### config.mk
export PLATFORM = sky130hd
export DESIGN_NAME = ov7670_config_sequencer_flat
export DESIGN_NICKNAME = d
export VERILOG_FILES = /design/src/rtl/ov7670_config_sequencer_if.sv /design/src/rtl/ov7670_config_sequencer.sv /design/src/flat_wrapper.sv
export SDC_FILE = /design/constraint.sdc
export NUM_CORES = 1
export LEC_CHECK = 0
export CORE_MARGIN = 10
export CORE_UTILIZATION = 40
export CTS_CLUSTER_DIAMETER = 50
export DETAILED_ROUTE_END_ITERATION = 6
export GPL_TIMING_DRIVEN = 0
export PLACE_DENSITY = 0.64
export SLEW_MARGIN = 40
export SYNTH_ARGS = -nofsm -noshare
export SYNTH_HDL_FRONTEND = slang
export SYNTH_SLANG_ARGS = --single-unit
### constraint.sdc
create_clock -name clk -period 7.5 [get_ports clk]
set_input_delay 1.125 -clock clk [delete_from_list [all_inputs] [get_ports clk]]
set_output_delay 1.125 -clock clk [all_outputs]
set_load 0.005 [all_outputs]
### src/rtl/ov7670_config_sequencer_if.sv
// rtl/ov7670_config_sequencer_if.sv - SCCB write-request handshake between config sequencer and SCCB master
interface ov7670_config_sequencer_if;
    logic       sccb_valid;
    logic       sccb_ready;
    logic [7:0] sccb_reg;
    logic [7:0] sccb_wdata;
    logic       sccb_done;
    logic       sccb_nack;

    modport master (
        output sccb_valid,
        output sccb_reg,
        output sccb_wdata,
        input  sccb_ready,
        input  sccb_done,
        input  sccb_nack
    );

    modport slave (
        input  sccb_valid,
        input  sccb_reg,
        input  sccb_wdata,
        output sccb_ready,
        output sccb_done,
        output sccb_nack
    );
endinterface

### src/rtl/ov7670_config_sequencer.sv
// rtl/ov7670_config_sequencer.sv - walks the OV7670 init ROM, issuing SCCB writes, timed delays and end-of-sequence
module ov7670_config_sequencer #(
    parameter int DELAY_CYCLES = 1_000_000,
    parameter int MAX_RETRY    = 3
) (
    input  logic                              clk,
    input  logic                              reset,
    input  logic                              start,
    output logic [7:0]                        rom_addr,
    input  logic [15:0]                       rom_data,
    ov7670_config_sequencer_if.master         sccb,
    output logic                              busy,
    output logic                              done,
    output logic                              error,
    output logic [7:0]                        write_count
);

    localparam int DW = $clog2(DELAY_CYCLES + 1);
    localparam int RW = (MAX_RETRY < 1) ? 1 : $clog2(MAX_RETRY + 1);

    localparam logic [DW-1:0] DELAY_LOAD  = DW'(DELAY_CYCLES - 1);
    localparam logic [RW-1:0] RETRY_LIMIT = RW'(MAX_RETRY);

    localparam logic [15:0] WORD_END   = 16'hFFFF;
    localparam logic [15:0] WORD_DELAY = 16'hFFF0;

    localparam logic [2:0] S_IDLE   = 3'd0;
    localparam logic [2:0] S_FETCH  = 3'd1;
    localparam logic [2:0] S_DECODE = 3'd2;
    localparam logic [2:0] S_SEND   = 3'd3;
    localparam logic [2:0] S_WAIT   = 3'd4;
    localparam logic [2:0] S_DELAY  = 3'd5;
    localparam logic [2:0] S_DONE   = 3'd6;
    localparam logic [2:0] S_ERROR  = 3'd7;

    logic [2:0]    state;
    logic [RW-1:0] retry;
    logic [DW-1:0] delay_cnt;

    logic [2:0]    state_n;
    logic [7:0]    addr_n;
    logic          valid_n;
    logic [7:0]    reg_n;
    logic [7:0]    wdata_n;
    logic [7:0]    count_n;
    logic [RW-1:0] retry_n;
    logic [DW-1:0] delay_n;
    logic          advance;

    always_comb begin
        state_n = state;
        addr_n  = rom_addr;
        valid_n = sccb.sccb_valid;
        reg_n   = sccb.sccb_reg;
        wdata_n = sccb.sccb_wdata;
        count_n = write_count;
        retry_n = retry;
        delay_n = delay_cnt;
        advance = 1'b0;

        case (state)
            S_IDLE, S_DONE, S_ERROR: begin
                if (start) begin
                    state_n = S_FETCH;
                    addr_n  = 8'd0;
                    count_n = 8'd0;
                    retry_n = '0;
                end
            end
            S_FETCH: state_n = S_DECODE;
            S_DECODE: begin
                if (rom_data == WORD_END) begin
                    state_n = S_DONE;
                end else if (rom_data == WORD_DELAY) begin
                    state_n = S_DELAY;
                    delay_n = DELAY_LOAD;
                end else begin
                    reg_n   = rom_data[15:8];
                    wdata_n = rom_data[7:0];
                    valid_n = 1'b1;
                    state_n = S_SEND;
                end
            end
            S_SEND: begin
                if (sccb.sccb_ready) begin
                    valid_n = 1'b0;
                    state_n = S_WAIT;
                end
            end
            S_WAIT: begin
                if (sccb.sccb_done) begin
                    if (!sccb.sccb_nack) begin
                        if (write_count != 8'hFF) count_n = write_count + 8'd1;
                        retry_n = '0;
                        advance = 1'b1;
                    end else if (retry < RETRY_LIMIT) begin
                        // resend the same latched register/value
                        retry_n = retry + 1'b1;
                        valid_n = 1'b1;
                        state_n = S_SEND;
                    end else begin
                        state_n = S_ERROR;
                    end
                end
            end
            S_DELAY: begin
                if (delay_cnt == '0) advance = 1'b1;
                else                 delay_n = delay_cnt - 1'b1;
            end
            default: state_n = S_IDLE;
        endcase

        // the last ROM address finishes the run instead of wrapping to 0
        if (advance) begin
            if (rom_addr == 8'hFF) begin
                state_n = S_DONE;
            end else begin
                addr_n  = rom_addr + 8'd1;
                state_n = S_FETCH;
            end
        end
    end

    always_ff @(posedge clk) begin
        if (reset) begin
            state           <= S_IDLE;
            rom_addr        <= 8'd0;
            sccb.sccb_valid <= 1'b0;
            sccb.sccb_reg   <= 8'd0;
            sccb.sccb_wdata <= 8'd0;
            write_count     <= 8'd0;
            retry           <= '0;
            delay_cnt       <= '0;
            busy            <= 1'b0;
            done            <= 1'b0;
            error           <= 1'b0;
        end else begin
            state           <= state_n;
            rom_addr        <= addr_n;
            sccb.sccb_valid <= valid_n;
            sccb.sccb_reg   <= reg_n;
            sccb.sccb_wdata <= wdata_n;
            write_count     <= count_n;
            retry           <= retry_n;
            delay_cnt       <= delay_n;
            busy            <= !((state_n == S_IDLE) || (state_n == S_DONE) || (state_n == S_ERROR));
            done            <= (state_n == S_DONE);
            error           <= (state_n == S_ERROR);
        end
    end

endmodule

### src/flat_wrapper.sv
// flat-port wrapper written by rule: the top's interface ports become plain ports
module ov7670_config_sequencer_flat 
#(
    parameter int DELAY_CYCLES = 1_000_000,
    parameter int MAX_RETRY    = 3
)
  (clk, reset, start, rom_addr, rom_data, busy, done, error, write_count, sccb_sccb_valid, sccb_sccb_reg, sccb_sccb_wdata, sccb_sccb_ready, sccb_sccb_done, sccb_sccb_nack);
  ov7670_config_sequencer_if sccb_i ();
  input  logic clk;
  input  logic reset;
  input  logic start;
  output logic [7:0] rom_addr;
  input  logic [15:0] rom_data;
  output logic busy;
  output logic done;
  output logic error;
  output logic [7:0] write_count;
  output wire logic [$bits(sccb_i.sccb_valid)-1:0] sccb_sccb_valid;
  output wire logic [$bits(sccb_i.sccb_reg)-1:0] sccb_sccb_reg;
  output wire logic [$bits(sccb_i.sccb_wdata)-1:0] sccb_sccb_wdata;
  input wire logic [$bits(sccb_i.sccb_ready)-1:0] sccb_sccb_ready;
  input wire logic [$bits(sccb_i.sccb_done)-1:0] sccb_sccb_done;
  input wire logic [$bits(sccb_i.sccb_nack)-1:0] sccb_sccb_nack;
  assign sccb_sccb_valid = sccb_i.sccb_valid;
  assign sccb_sccb_reg = sccb_i.sccb_reg;
  assign sccb_sccb_wdata = sccb_i.sccb_wdata;
  assign sccb_i.sccb_ready = sccb_sccb_ready;
  assign sccb_i.sccb_done = sccb_sccb_done;
  assign sccb_i.sccb_nack = sccb_sccb_nack;
  ov7670_config_sequencer #(.DELAY_CYCLES(DELAY_CYCLES), .MAX_RETRY(MAX_RETRY)) u_core (.clk(clk), .reset(reset), .start(start), .rom_addr(rom_addr), .rom_data(rom_data), .sccb(sccb_i), .busy(busy), .done(done), .error(error), .write_count(write_count));
endmodule
# After elaboration in Yosys (flattened, before gate mapping)
# Index checks and enable logic that the tools add are counted.
# word_totals
romBits	0
ram_bits	0
reg_bits	61
word_cells	97
inputBits	22
memories	0
latch_bits	0
# op_classes
magnitude_cmp	1
bitwise_logic	2
n_mux	39
shifts	0
multipliers	0
n_eq_ne	25
add_sub_neg	4
n_reduce_logical	15
div_mod_pow	0
# ops
cell	count
$mux W8	8
$mux W20	3
$pmux W20 S2	1
$eq A16 B16 Y1 const B	2
$mux W3	9
$logic_not A20 Y1	1
$sub A20 B1 Y20 const B	1
$eq A3 B3 Y1 const B	6
$add A8 B1 Y8 const B	2
$ne A2 B2 Y1 const B	8
$pmux W8 S2	1
$pmux W3 S5	1
$mux W1	9
$eq A8 B8 Y1 const B	1
$mux W2	4
$ne A8 B8 Y1 const B	1
$reduce_and A4 Y1	2
$reduce_and A7 Y1	1
$eq A3 B2 Y1 const B	2
$logic_not A3 Y1	2
$ne A2 B1 Y1 const B	3
$reduce_and A5 Y1	1
$pmux W2 S2	1
$reduce_bool A2 Y1	2
other kinds (12)	14

# Depth between registers and ports, before layout
# depth
ltp_word	10
depth_mapped	9
depth_no_buf	8

# Least setup slack after synthesis
# Ideal clock, no wire load.
# synth_timing
kind	input port to flip-flop
startpoint	input rom_data[0]
endpoint	register u_core.delay_cnt[2]
setup_slack_ps	4525
setup_time_ps	91
required_ps	7409
cell_stages	6
arrival_time_ps	2884
path_cell_list	or4_1 nor4_1 nand2_1 a21oi_1 a21oi_1 a311oi_1
# synth_between
elab_chain_cells	3
elab_cells_between_ends	5
# synth_lines
element	line_no	rtl
from (decl)	flat_wrapper.sv:13	input logic [15:0] rom_data;
$eq A16 B16 Y1, on equally long branches	ov7670_config_sequencer.sv:72, ov7670_config_sequencer.sv:74	
$ne A2 B2 Y1 (no line) / $ne A2 B1 Y1 (equally long branches)	-	
$reduce_and A4 Y1 (no line) (*)	-	
to (signal assigned)	ov7670_config_sequencer.sv:145	delay_cnt <= delay_n;
to (decl)	ov7670_config_sequencer.sv:38	logic [DW-1:0] delay_cnt;
# Mark *: on every way between the ends. The rest lies on a longest branch, timed or not.
# A chain may end at the register's enable or synchronous reset.

# Worst setup path after layout
# layout_timing
startpoint	input rom_data[0]
endpoint	register u_core.delay_cnt[9]
# The elaborated chain is that of the path after synthesis.

==> qor.txt <==
Max FFs per register: 20
Min Tclk post-route: 3.52 ns
Root Driver: clkbuf_8
Starting Density: 41.4%
Max Freq: 284 MHz
Full die area: 11400 um^2
Core footprint: 7290 um^2
Syn Inst Count: 356
Post-synth net total: 382
Synth area leaders: dfxtp_1, mux2i_1, nor2_1
R2R depth: 7
Final Instance Area: 3910 um^2
Initial DRT Pass Iterations: 5
Hold slack: 0.490 ns
Final hold viol count: 0
Synth area leader: dfxtp_1
Startpoint types: input pin
Sequential element share of the synthesized area: 40.4%
Hold EP: u_core.sccb.sccb_reg[0]$_SDFFE_PP0P_
Antenna Nets Post-Route: 0
Post-DP HPWL: 5920 um
Max clock buf depth: 2
Mean Syn Cell Area: 8.48 um^2
First-pass GRT wire length: 13200 um
Placed instance area: 3710 um^2
Placed cells: 511
Post-DR wirelength/cell: 15.0 um
Critical Path RT: 7.75 ns
PortBufs: 56
FP Rows: 31
Final setup viols: 0
Via density per instance: 5.35
All-layer global routing usage: 13.9%
Vias in the first global route: 2719
Hold_buf cts: 0
Seq cells post-synth: 61
Post-Synthesis Cell Area: 3020 um^2
Final worst-path setup slack: 3.98 ns
Status: finished clean
Max_cap viols: 0
Peak supply drop: 0.0970 mV
Top-area cell type share of the netlist area: 40.4%
Asr flop ratio synth: 0%
Tightest Pin Transition: 0.674 ns
Setup Buffers After CTS: 0
Area grow syn2layout: 29.4%
Pwr/cell area: 190 nW/um^2
Static leakage: 1.39 nW
Sink Count: 61
Biggest register: u_core.delay_cnt
Maximum number of pins on one net before global-route repair: 11
Fraction of layout cells with a size suffix above 1: 7.48%
RSZ-0062 raised after global routing: no
Highest-count cells in the layout ignoring fill and taps: dfxtp_1, clkdlybuf4s50_1, nor2_1, a21oi_1, nand2_1
R2R Path Start: u_core.delay_cnt[14]$_SDFFE_PP0P_
IO Pins: 58
Capturing point of the worst reg2reg path: u_core.delay_cnt[13]$_SDFFE_PP0P_
CTS tree: done
Die span in y: 107 um
Fillers: 729
Cts bufs inserted: 9
Global placement routability congestion: 0.840
Detailed Route Iter0 Violations: 140
Crit. End Element: flop
Pre-CTS setup slack: 3.58 ns
Fin nets: 449
R2R Setup Slk: 4.87 ns
Final period util: 46.9%
Non-Filler Instances: 527
Yosys Warn Count: 0
Critical path arrival: 3.77 ns
Slew HR: 54.6%
Min-Delay Path Class: flop to flop
Vias: 2822
Main flop type after synthesis: dfxtp_1
Initial antenna violation count: 0
Distinct cells, synth: 52
Worst hold start: u_core.sccb.sccb_reg[0]$_SDFFE_PP0P_
DIE WIDTH: 107 um
Most common cell after layout, fill and taps aside: dfxtp_1
Post-CTS Resized: 0
Clock slew at reported path FFs: 0.07 ns
Setup Skew: 0.0136 ns
Hold Crit Depth: 2
Worst-path fanout max: 8
Post-Route WL: 7920 um
Post-synth EDFFs: 0
Final Slew Violations: 0
# DRC: 0
Worst-skew pair later-pin latency: 0.34 ns
GRT overflow: 0
CTS HTree Levels: 3
Total negative slack: 0 ns
WS Path Type: input pin to flop
Inserted Diodes: 0
## cell usage after synthesis, drive strengths merged (4+ instances only)
library cell / n
nor3: 16
or3: 4
a311oi: 6
nand4: 7
nor2: 50
mux2i: 19
inv: 5
dfxtp: 61
a211oi: 6
ha: 4
nor4: 4
xor2: 10
or4: 7
a21oi: 26
nand2: 22
nand3: 12
o21ai: 13
a22oi: 5
nand2b: 7
buf: 4
and2: 9
nand3b: 8
a31oi: 4
clkbuf: 10
## cell type report
class	instances	area, um^2	area share, %
Tap cell	99	124	3.17
Timing Repair Buffer	56	561	14.3
Buffer	15	75.1	1.92
Multi-Input combinational cell	275	1720	43.9
Sequential cell	61	1220	31.3
Clock inverter	4	47.5	1.22
Clock buffer	12	145	3.71
Inverter	5	18.8	0.480
## power breakdown
group / switching (mW) / internal, mW
Clock: 0.129 / 0.162
Sequential: 0.00605 / 0.335
Combinational: 0.0566 / 0.0544
Total: 0.192 / 0.551
## cells by family (layout without fill, tap and decap cells)
group           after synthesis  count (layout)  synth area share [%]
flops                        61              61                  40.4
mux                          20              20                  6.67
simple gates                161             161                  27.7
compound gates               80              80                  17.5
fa+ha+maj                     4               4                  1.66
xor+xnor                     10              10                  2.90
buf+inv                      20              92                  3.11
## worst max path at each step
| stage | end | slack [ns] | cells past startpoint | from |
|---|---|---|---|---|
| after floorplan | u_core.delay_cnt[2]$_SDFFE_PP0P_ | 4.53 | 6 | rom_data[0] |
| after global placement | u_core.delay_cnt[4]$_SDFFE_PP0P_ | 3.62 | 7 | rom_data[0] |
| after detailed placement | u_core.delay_cnt[9]$_SDFFE_PP0P_ | 3.58 | 7 | rom_data[0] |
| after CTS | u_core.delay_cnt[9]$_SDFFE_PP0P_ | 3.95 | 7 | rom_data[0] |
| after global routing | u_core.delay_cnt[4]$_SDFFE_PP0P_ | 3.66 | 7 | rom_data[0] |
| final | u_core.delay_cnt[9]$_SDFFE_PP0P_ | 3.98 | 7 | rom_data[0] |
## stage by stage
stage               total power [mW]  utilization (%)
floorplan                      0.413                -
global placement               0.458             50.8
detailed placement             0.460             50.9
CTS                            0.749             53.5
global route                   0.775             53.6
finish                         0.743             53.6
## layer usage
layer  wire length, um  GRT usage, %  vias to the layer above
met5                 0             0                        -
met4                47          4.06                        0
met3               395          4.37                        5
met2              3860          23.0                       59
met1              3620          16.8                     1320
li1                  -             -                     1438
## worst max-delay path: stages
cell and delay, ns:
clkdlybuf4s50_1 0.44, or4_1 0.56, nor4_1 0.37, nand2_1 0.29, a21oi_1 0.59, a21oi_1 0.13
a311oi_1 0.26
No activity file was read; power rests on OpenSTA's default activity.
==> variant: new RTL, config.mk and constraints unchanged <==
Reset style: asynchronous (`reset`), changed in one clocked block.
--- a/src/rtl/ov7670_config_sequencer.sv
+++ b/src/rtl/ov7670_config_sequencer.sv
@@ -121,7 +121,7 @@
         end
     end
 
-    always_ff @(posedge clk) begin
+    always_ff @(posedge clk or posedge reset) begin
         if (reset) begin
             state           <= S_IDLE;
             rom_addr        <= 8'd0;
Check against the original RTL: differs if reset is asserted again (counterexample within 4 cycles, from zero or initial values and one cycle with reset high); with reset held inactive, the same outputs for 10 cycles.
==> variant against the original RTL <==
Critical path depth rose by 1. Final area grew 9.3%. Sequential cell count did not move. Area after synthesis rose by 11%. Worst setup slack got worse by 0.021 ns. Wire length is 4.2% higher. Largest cell class unchanged.
Power is not compared: it rests on default switching activity, and its combinational part moved more than twofold at a synthesized area within 25%.
==> variant: results (changes against the original RTL) <==
| Metric | Value |
|---|---|
| Status | finished clean |
| Worst skew pair latency | 0.34 ns (about the same) |
| Layout Skew | 0.009022 ns (-0.004556 ns) |
| Placed insts | 505 (-1.2%) |
| GR Layer Usage met1 | 17.08% (+0.23 points) |
| Crit-path max FO | 10 (+2) |
| Crit path max-delay cell type | or4_4 |
| Drt via density | 5.533 (+3.3%) |
| Synth Area in Compound Gates | 13.60% (-3.9 points) |
| Global-route wire length before repair | 13.68 mm (+3.9%) |
| Fin crit period | 3.540 ns (+0.02095 ns) |
| Fill cells | 748 (+2.6%) |
| Final layout net count | 438 (-2.4%) |
| Syn_nets | 369 (-3.4%) |
| Worst setup path end | u_core.delay_cnt[3]$_DFFE_PP0P_ |
| WL met3 | 629 um (+59%) |
| Post-detail-place hpwl | 6.027 mm (+1.8%) |
| Synth Area in Adders | 1.858% (+0.20 points) |
| Dpl ws | 3.628 ns (+0.05247 ns) |
| Global-route total usage across every layer | 12.92% (-0.97 points) |
| Met3 Usage GRT | 5.475% (+1.1 points) |
| DRT iter0 DRCs | 73 (-48%) |
| Met2 WL post-DR | 3.630 mm (-5.9%) |
| Met2 Usage GRT | 18.10% (-4.9 points) |
| R2r endpoint | u_core.delay_cnt[5]$_DFFE_PP0P_ |
| Area after DPL | 4096 sq um (+10%) |
| Yosys cell types | 58 (+12%) |
| Number of global-route vias before repair | 2727 (+0.29%) |
| Post-CTS Resized | 0 (unchanged) |
| Top_reg_cell synth | dfrtp_1 |
| Routed WL | 8.258 mm (+4.2%) |
| Antenna violations before repair | 0 (unchanged) |
| Pin count of the biggest net entering global routing | 40 (+29) |
| DRT met1 WL | 3.909 mm (+8.0%) |
| Max layer used | met4 |
| Mux cell area share after synthesis | 9.513% (+2.8 points) |
| Routability cong. | 0.7765 (-7.5%) |
| Port Buf Inserts | 57 (+1.8%) |
| Worst r2r src | u_core.delay_cnt[9]$_DFFE_PP0P_ |
| Synth top area cells | dfrtp_1, mux2_2, mux2i_1 |
| Wire per inst | 15.88 um (+5.6%) |
| Post-synthesis xor/xnor area fraction | 0.7804% (-2.1 points) |
| Leakage power | 0.001742 uW |
| Top cells by count, synth | dfrtp_1, nand2_1, nor2_1 |
| Max transition margin | 54.41% (-0.18 points) |
| Critical path arrival | 3.80 ns (+0.03 ns) |
| Fin util | 51.96% (-1.6 points) |
| Flop2flop setup slack | 4.67 ns (-0.20 ns) |
| First-pass DRT Iterations | 6 (+1) |
| Post-synthesis sequential area ratio | 45.34% (+4.9 points) |
| Layout cell share with drive strength beyond 1 | 11.81% (+4.3 points) |
| Average instance area after synthesis | 9.845 sq um (+16%) |
| Core area | 8217 sq um (+13%) |
[variant: cells by family after synthesis]
family                   Yosys count
AO/OA/AOI/OAI                     68
XOR/XNOR                           3
adder cells (fa/ha/maj)            5
buffers and inverters             21
flip-flops                        61
multiplexers                      30
AND/OR/NAND/NOR                  154
[variant: area by class of cell]
type / count / share of cell area, %
Sequential cell: 61 / 35.76
Clock buffer: 11 / 3.312
Clock inverter: 4 / 0.5862
Tap cell: 105 / 3.077
Buffer: 16 / 1.759
Timing Repair Buffer: 58 / 13.83
Inverter: 5 / 0.4982
Multi-Input combinational cell: 260 / 41.18
[variant: worst max-delay path, delay by kind of cell]
family	cells	cell delay, ns
AOI/OAI and AO/OA	1	0.20
muxes	1	0.22
and+or+nand+nor	3	1.46
buffers and inverters	3	0.79
[variant: worst min path at each step]
stage	end	cells past startpoint	from	slack, ns
floorplan	u_core.sccb.sccb_valid$_DFFE_PP0P_	2	u_core.sccb.sccb_valid$_DFFE_PP0P_	0.47
global placement	u_core.sccb.sccb_valid$_DFFE_PP0P_	2	u_core.sccb.sccb_valid$_DFFE_PP0P_	0.48
detailed placement	u_core.sccb.sccb_valid$_DFFE_PP0P_	2	u_core.sccb.sccb_valid$_DFFE_PP0P_	0.48
CTS	u_core.sccb.sccb_valid$_DFFE_PP0P_	2	u_core.sccb.sccb_valid$_DFFE_PP0P_	0.50
global route	u_core.sccb.sccb_reg[2]$_DFFE_PP0P_	1	u_core.sccb.sccb_reg[2]$_DFFE_PP0P_	0.53
finish	u_core.sccb.sccb_valid$_DFFE_PP0P_	2	u_core.sccb.sccb_valid$_DFFE_PP0P_	0.49
[variant: power breakdown]
| group | switching [uW] | internal [uW] | total (uW) |
|---|---|---|---|
| combinational | 276 | 294 | 570 |
| clock | 129 | 126 | 255 |
| sequential | 76.9 | 435 | 511 |
